--- config.mk ---
export PLATFORM = sky130hd
export DESIGN_NAME = vt1_seq_ctrl_flat
export DESIGN_NICKNAME = d
export VERILOG_FILES = /design/src/rtl/vt1_seq_ctrl_if.sv /design/src/rtl/vt1_seq_ctrl.sv /design/src/flat_wrapper.sv
export SDC_FILE = /design/constraint.sdc
export NUM_CORES = 1
export LEC_CHECK = 0
export ABC_AREA = 1
export CAP_MARGIN = 20
export CORE_ASPECT_RATIO = 1.1
export CORE_MARGIN = 1.5
export CORE_UTILIZATION = 55
export CTS_CLUSTER_DIAMETER = 60
export DETAILED_ROUTE_END_ITERATION = 10
export GPL_ROUTABILITY_DRIVEN = 0
export GPL_TIMING_DRIVEN = 0
export HOLD_SLACK_MARGIN = 0.03
export PLACE_DENSITY = 0.79
export SKIP_CTS_REPAIR_TIMING = 1
export SLEW_MARGIN = 20
export SYNTH_ARGS = -nofsm -noshare
export SYNTH_HDL_FRONTEND = slang
export SYNTH_SLANG_ARGS = --single-unit
--- constraint.sdc ---
create_clock -name clk -period 3.89 [get_ports clk]
set_input_delay 0.778 -clock clk [delete_from_list [all_inputs] [get_ports clk]]
set_output_delay 0.778 -clock clk [all_outputs]
set_load 0.1 [all_outputs]
--- src/rtl/vt1_seq_ctrl_if.sv ---
// Handshake bundle between the filter sequencer and the datapath/host side.
// The master modport is the sequencer; the slave modport is the datapath,
// SRAM and host logic that answer it.
interface vt1_seq_ctrl_if #(
  parameter int ADDR_W = 8
);

  // Host request/abort and datapath completion strobes
  logic              start;
  logic              abort;
  logic              xload_done;
  logic              ALU_done;
  logic              ry;

  // Sequencer-driven enables, SRAM control and host status
  logic              input_load_en;
  logic              ALU_en;
  logic              cs_n;
  logic [ADDR_W-1:0] rd_addr;
  logic              rd_valid;
  logic              busy;
  logic              done;
  logic              err;

  modport master (
    input  start, abort, xload_done, ALU_done, ry,
    output input_load_en, ALU_en, cs_n, rd_addr, rd_valid, busy, done, err
  );

  modport slave (
    output start, abort, xload_done, ALU_done, ry,
    input  input_load_en, ALU_en, cs_n, rd_addr, rd_valid, busy, done, err
  );

endinterface

--- src/rtl/vt1_seq_ctrl.sv ---
// Frame sequencer for the filter datapath: X_buffer load, ALU compute and
// writeback, then SRAM readout of N_RESULTS words. Each waiting phase has a
// timeout; abort returns to IDLE without flagging an error. All outputs are
// registered and are computed from the next state, so an output change lands
// on the same edge as the state change that causes it.
module vt1_seq_ctrl #(
  parameter int N_RESULTS = 32,
  parameter int ADDR_W    = 8,
  parameter int TO_W      = 12
) (
  input  logic           clk,
  input  logic           rst,
  vt1_seq_ctrl_if.master seq_if
);

  typedef enum logic [2:0] {
    S_IDLE    = 3'd0,
    S_LOAD    = 3'd1,
    S_COMPUTE = 3'd2,
    S_RD_REQ  = 3'd3,
    S_RD_WAIT = 3'd4,
    S_DONE    = 3'd5,
    S_ERR     = 3'd6
  } state_e;

  localparam logic [ADDR_W-1:0] LAST_ADDR = ADDR_W'(N_RESULTS - 1);
  // A phase gives up on the cycle in which the counter would reach
  // all-ones, so a waiting state lasts at most 2^TO_W-1 cycles.
  localparam logic [TO_W-1:0]   TC_LIMIT  = {{(TO_W-1){1'b1}}, 1'b0};
  localparam logic [TO_W-1:0]   TC_ONE    = {{(TO_W-1){1'b0}}, 1'b1};
  localparam logic [ADDR_W-1:0] ADDR_ONE  = {{(ADDR_W-1){1'b0}}, 1'b1};

  state_e            state_q, state_d;
  logic [TO_W-1:0]   tc_q, tc_d;
  logic [ADDR_W-1:0] rd_addr_q, rd_addr_d;
  logic              err_q, err_d;
  logic              rd_valid_q, rd_valid_d;
  logic              load_en_q;
  logic              alu_en_q;
  logic              cs_n_q;
  logic              busy_q;
  logic              done_q;
  logic              timeout_s;

  assign timeout_s = (tc_q == TC_LIMIT);

  // Next state, read address, error flag and read-valid strobe
  always_comb begin
    state_d    = state_q;
    rd_addr_d  = rd_addr_q;
    err_d      = err_q;
    rd_valid_d = 1'b0;
    case (state_q)
      S_IDLE: begin
        if (seq_if.start) begin
          state_d = S_LOAD;
          err_d   = 1'b0;
        end else begin
          state_d = S_IDLE;
        end
      end
      S_LOAD: begin
        // completion beats a timeout seen in the same cycle
        if (seq_if.xload_done) begin
          state_d = S_COMPUTE;
        end else if (timeout_s) begin
          state_d = S_ERR;
          err_d   = 1'b1;
        end else begin
          state_d = S_LOAD;
        end
      end
      S_COMPUTE: begin
        if (seq_if.ALU_done) begin
          state_d   = S_RD_REQ;
          rd_addr_d = '0;
        end else if (timeout_s) begin
          state_d = S_ERR;
          err_d   = 1'b1;
        end else begin
          state_d = S_COMPUTE;
        end
      end
      S_RD_REQ: begin
        state_d = S_RD_WAIT;
      end
      S_RD_WAIT: begin
        if (seq_if.ry) begin
          rd_valid_d = 1'b1;
          if (rd_addr_q == LAST_ADDR) begin
            state_d = S_DONE;
          end else begin
            state_d   = S_RD_REQ;
            rd_addr_d = rd_addr_q + ADDR_ONE;
          end
        end else if (timeout_s) begin
          state_d = S_ERR;
          err_d   = 1'b1;
        end else begin
          state_d = S_RD_WAIT;
        end
      end
      S_DONE: begin
        state_d   = S_IDLE;
        rd_addr_d = '0;
      end
      S_ERR: begin
        state_d   = S_IDLE;
        rd_addr_d = '0;
      end
      default: begin
        state_d   = S_IDLE;
        rd_addr_d = '0;
      end
    endcase
    // abort overrides everything, including a same-cycle timeout, and
    // leaves the error flag untouched
    if (seq_if.abort) begin
      state_d    = S_IDLE;
      rd_addr_d  = '0;
      err_d      = err_q;
      rd_valid_d = 1'b0;
    end else begin
      state_d = state_d;
    end
  end

  // Phase timeout counter: cleared on any state change, runs only while waiting
  always_comb begin
    tc_d = '0;
    if (state_d != state_q) begin
      tc_d = '0;
    end else if ((state_q == S_LOAD) || (state_q == S_COMPUTE) || (state_q == S_RD_WAIT)) begin
      tc_d = tc_q + TC_ONE;
    end else begin
      tc_d = '0;
    end
  end

  // State, counter and registered outputs; reset forces cs_n high at once
  always_ff @(posedge clk or negedge rst) begin
    if (!rst) begin
      state_q    <= S_IDLE;
      tc_q       <= '0;
      rd_addr_q  <= '0;
      err_q      <= 1'b0;
      rd_valid_q <= 1'b0;
      load_en_q  <= 1'b0;
      alu_en_q   <= 1'b0;
      cs_n_q     <= 1'b1;
      busy_q     <= 1'b0;
      done_q     <= 1'b0;
    end else begin
      state_q    <= state_d;
      tc_q       <= tc_d;
      rd_addr_q  <= rd_addr_d;
      err_q      <= err_d;
      rd_valid_q <= rd_valid_d;
      load_en_q  <= (state_d == S_LOAD);
      alu_en_q   <= (state_d == S_COMPUTE) && (state_q != S_COMPUTE);
      cs_n_q     <= (state_d != S_RD_REQ);
      busy_q     <= (state_d != S_IDLE);
      done_q     <= (state_d == S_DONE);
    end
  end

  assign seq_if.input_load_en = load_en_q;
  assign seq_if.ALU_en        = alu_en_q;
  assign seq_if.cs_n          = cs_n_q;
  assign seq_if.rd_addr       = rd_addr_q;
  assign seq_if.rd_valid      = rd_valid_q;
  assign seq_if.busy          = busy_q;
  assign seq_if.done          = done_q;
  assign seq_if.err           = err_q;

endmodule

--- src/flat_wrapper.sv ---
// flat-port wrapper written by rule: the top's interface ports become plain ports
module vt1_seq_ctrl_flat 
#(
  parameter int N_RESULTS = 32,
  parameter int ADDR_W    = 8,
  parameter int TO_W      = 12
)
  (clk, rst, seq_if_start, seq_if_abort, seq_if_xload_done, seq_if_ALU_done, seq_if_ry, seq_if_input_load_en, seq_if_ALU_en, seq_if_cs_n, seq_if_rd_addr, seq_if_rd_valid, seq_if_busy, seq_if_done, seq_if_err);
  vt1_seq_ctrl_if #(.ADDR_W(ADDR_W)) seq_if_i ();
  input  logic clk;
  input  logic rst;
  input wire logic [$bits(seq_if_i.start)-1:0] seq_if_start;
  input wire logic [$bits(seq_if_i.abort)-1:0] seq_if_abort;
  input wire logic [$bits(seq_if_i.xload_done)-1:0] seq_if_xload_done;
  input wire logic [$bits(seq_if_i.ALU_done)-1:0] seq_if_ALU_done;
  input wire logic [$bits(seq_if_i.ry)-1:0] seq_if_ry;
  output wire logic [$bits(seq_if_i.input_load_en)-1:0] seq_if_input_load_en;
  output wire logic [$bits(seq_if_i.ALU_en)-1:0] seq_if_ALU_en;
  output wire logic [$bits(seq_if_i.cs_n)-1:0] seq_if_cs_n;
  output wire logic [$bits(seq_if_i.rd_addr)-1:0] seq_if_rd_addr;
  output wire logic [$bits(seq_if_i.rd_valid)-1:0] seq_if_rd_valid;
  output wire logic [$bits(seq_if_i.busy)-1:0] seq_if_busy;
  output wire logic [$bits(seq_if_i.done)-1:0] seq_if_done;
  output wire logic [$bits(seq_if_i.err)-1:0] seq_if_err;
  assign seq_if_i.start = seq_if_start;
  assign seq_if_i.abort = seq_if_abort;
  assign seq_if_i.xload_done = seq_if_xload_done;
  assign seq_if_i.ALU_done = seq_if_ALU_done;
  assign seq_if_i.ry = seq_if_ry;
  assign seq_if_input_load_en = seq_if_i.input_load_en;
  assign seq_if_ALU_en = seq_if_i.ALU_en;
  assign seq_if_cs_n = seq_if_i.cs_n;
  assign seq_if_rd_addr = seq_if_i.rd_addr;
  assign seq_if_rd_valid = seq_if_i.rd_valid;
  assign seq_if_busy = seq_if_i.busy;
  assign seq_if_done = seq_if_i.done;
  assign seq_if_err = seq_if_i.err;
  vt1_seq_ctrl #(.N_RESULTS(N_RESULTS), .ADDR_W(ADDR_W), .TO_W(TO_W)) u_core (.clk(clk), .rst(rst), .seq_if(seq_if_i));
endmodule
==> run metrics <==
DRC violation total after the first TritonRoute iteration 76; worst reg-to-reg setup slack 1.98 ns; # port buffers 21; sequential share of the synthesized area 0.420; Fin Setup TNS 0 ns; Crit path max-delay family buffers and inverters; syn nets 242; crit path launch type register; Die Y 62.8 µm; # IOs 22; row count 21; Final period util 0.709; routed length per instance 11.6 µm; Final nets 270; Critical Path Fanout Max 1; DP Cell Count 287; clock tree buffer depth 2; first-pass GRT wire length 6030 µm; number of CTS-inserted buffers 5; GRT Total Usage 0.218; Async S/R FF share, synth 1.00; Relative slew margins 0.350; post-route minimum period 2.76 ns; FMAX 362 MHz; largest net degree at the start of global routing 31; unrepaired setup endpoints after global routing no; Worst Hold Class input pin to asynchronous set/reset pin; CTS sink cnt 30; worst path cell trace clkdlybuf4s50_1; Post-synth top cells nand2_1, dfrtp_1, inv_1, nor2_1, nand3_1; status finished clean; Reg-to-Reg Start u_core.seq_if.rd_addr[1]; Post-synth EDFFs 0; H-tree levels 2; yosys warns 0; share of layout cells above drive strength 1 0.165; post-synth cell types 31; Critical R2R Capture u_core.tc_q[8]; Skew-Pair Late Insertion Delay 0.35 ns; die width 57.4 µm; PD cells 343 nW/µm²; Total Routed Length 3420 µm; WP data arrival 1.98 ns; Synth area leaders dfrtp_1, nand2_1, nand3_1; utilization after layout 0.691; Worst Setup End Kind output pin; Setup Crit Path Kind register to output pin; CORE AREA 3070 µm²; DP HPWL 2510 µm; final slew viol count 0; Synth Instances 232; antenna fix cells 0; clock skew 0.0138 ns; Slew @ Worst Pin 0.972 ns; Clock transition at path regs 0.10 ns; final setup vio count 0; gr ovfl total 0; vias per cell 5.08; count leader, synth nand2_1; number of flip-flops in the largest register 12; fillcell total 277; worst hold slack 0.450 ns; Critical Path RT 3.11 ns; Post-Syn Area 1790 µm²; initial core utilization 0.582; maxcap violations 0; leakage power 1.00 nW; CP max stage cell clkdlybuf4s50_1; Final Instance Count excl. Fillers 295; predominant post-synthesis flop cell dfrtp_1; synthesized flop and latch total 30; Yosys top cell area share 0.405; Post-DRT Antenna Nets 0; DRC Markers 0; initial antenna violation count 0; CTS root buf clkbuf_4; Biggest register u_core.tc_q; Via Count 1500; peak supply drop 429 µV; Avg Inst Size Synth 7.72 µm²; vias in the first global route 1413; worst path bufs/invs 1; CTS tree yes; Layout area overhead 18.6%; drt pass-1 iters 4; Synth area leader dfrtp_1; total die area 3610 µm²; Max stage delay on crit path 1.12 ns; Final Hold Fails 0; R2R cell count 13
cells in the final DEF (no fill, tap or decap), types with 6 or more instances in the layout:
cell	netlist	final
nand2_1	51	51
nor2_1	29	29
inv_1	29	29
dfrtp_1	29	29
nand3_1	22	22
clkdlybuf4s50_1	0	20
nor2_2	11	11
nand3b_1	8	8
o21ai_0	6	6
a21oi_1	6	6
metal layers:
metal | vias to the layer above | track usage | part of all wire
li1 | 795 | - | -
met1 | 671 | 0.270 | 0.46
met2 | 26 | 0.349 | 0.48
met3 | 8 | 0.0600 | 0.043
met4 | 0 | 0.0959 | 0.020
met5 | - | 0 | 0
stage by stage:
step	area, µm²	power, mW	setup WS [ns]
after floorplan	1790	0.434	1.48
after CTS	2120	0.738	1.11
after global placement	2040	0.472	1.50
after detailed placement	2040	0.473	1.50
after global routing	2120	0.765	1.09
final	2120	0.729	1.13
worst max path at each step:
stage | start | end | slack, ns | cells after the start
after floorplan | u_core.seq_if.rd_addr[1] | u_core.tc_q[10] | 1.48 | 13
after detailed placement | u_core.seq_if.cs_n | seq_if_cs_n | 1.50 | 1
final | u_core.seq_if.cs_n | seq_if_cs_n | 1.13 | 1
after global routing | u_core.seq_if.cs_n | seq_if_cs_n | 1.09 | 1
after CTS | u_core.seq_if.cs_n | seq_if_cs_n | 1.11 | 1
after global placement | rst | u_core.state_q[1] | 1.50 | 1
kinds of logic after synthesis:
family	Yosys count	synth area share
AO/OA/AOI/OAI	18	0.0587
buffers and inverters	38	0.102
XOR/XNOR	2	0.00979
adder cells (fa/ha/maj)	3	0.0210
AND/OR/NAND/NOR	141	0.389
flip-flops	30	0.420
cell type report:
class	instances	area, µm²	area share
multi-input cells	164	856	0.403
flip-flops and latches	30	752	0.354
repair buffers	21	205	0.0966
inverters	32	123	0.0577
plain buffers	6	60.1	0.0283
clock buffers	7	55.1	0.0259
well taps	34	42.5	0.0200
clock inverters	1	30.0	0.0141
power breakdown:
part | switching, mW | leakage (nW) | internal (mW)
registers | 0.00344 | 0.411 | 0.319
clock network | 0.110 | 0.0455 | 0.153
logic | 0.0994 | 0.543 | 0.0426
total | 0.213 | 1.00 | 0.515
Note: power is estimated with default switching activity, not from simulation.
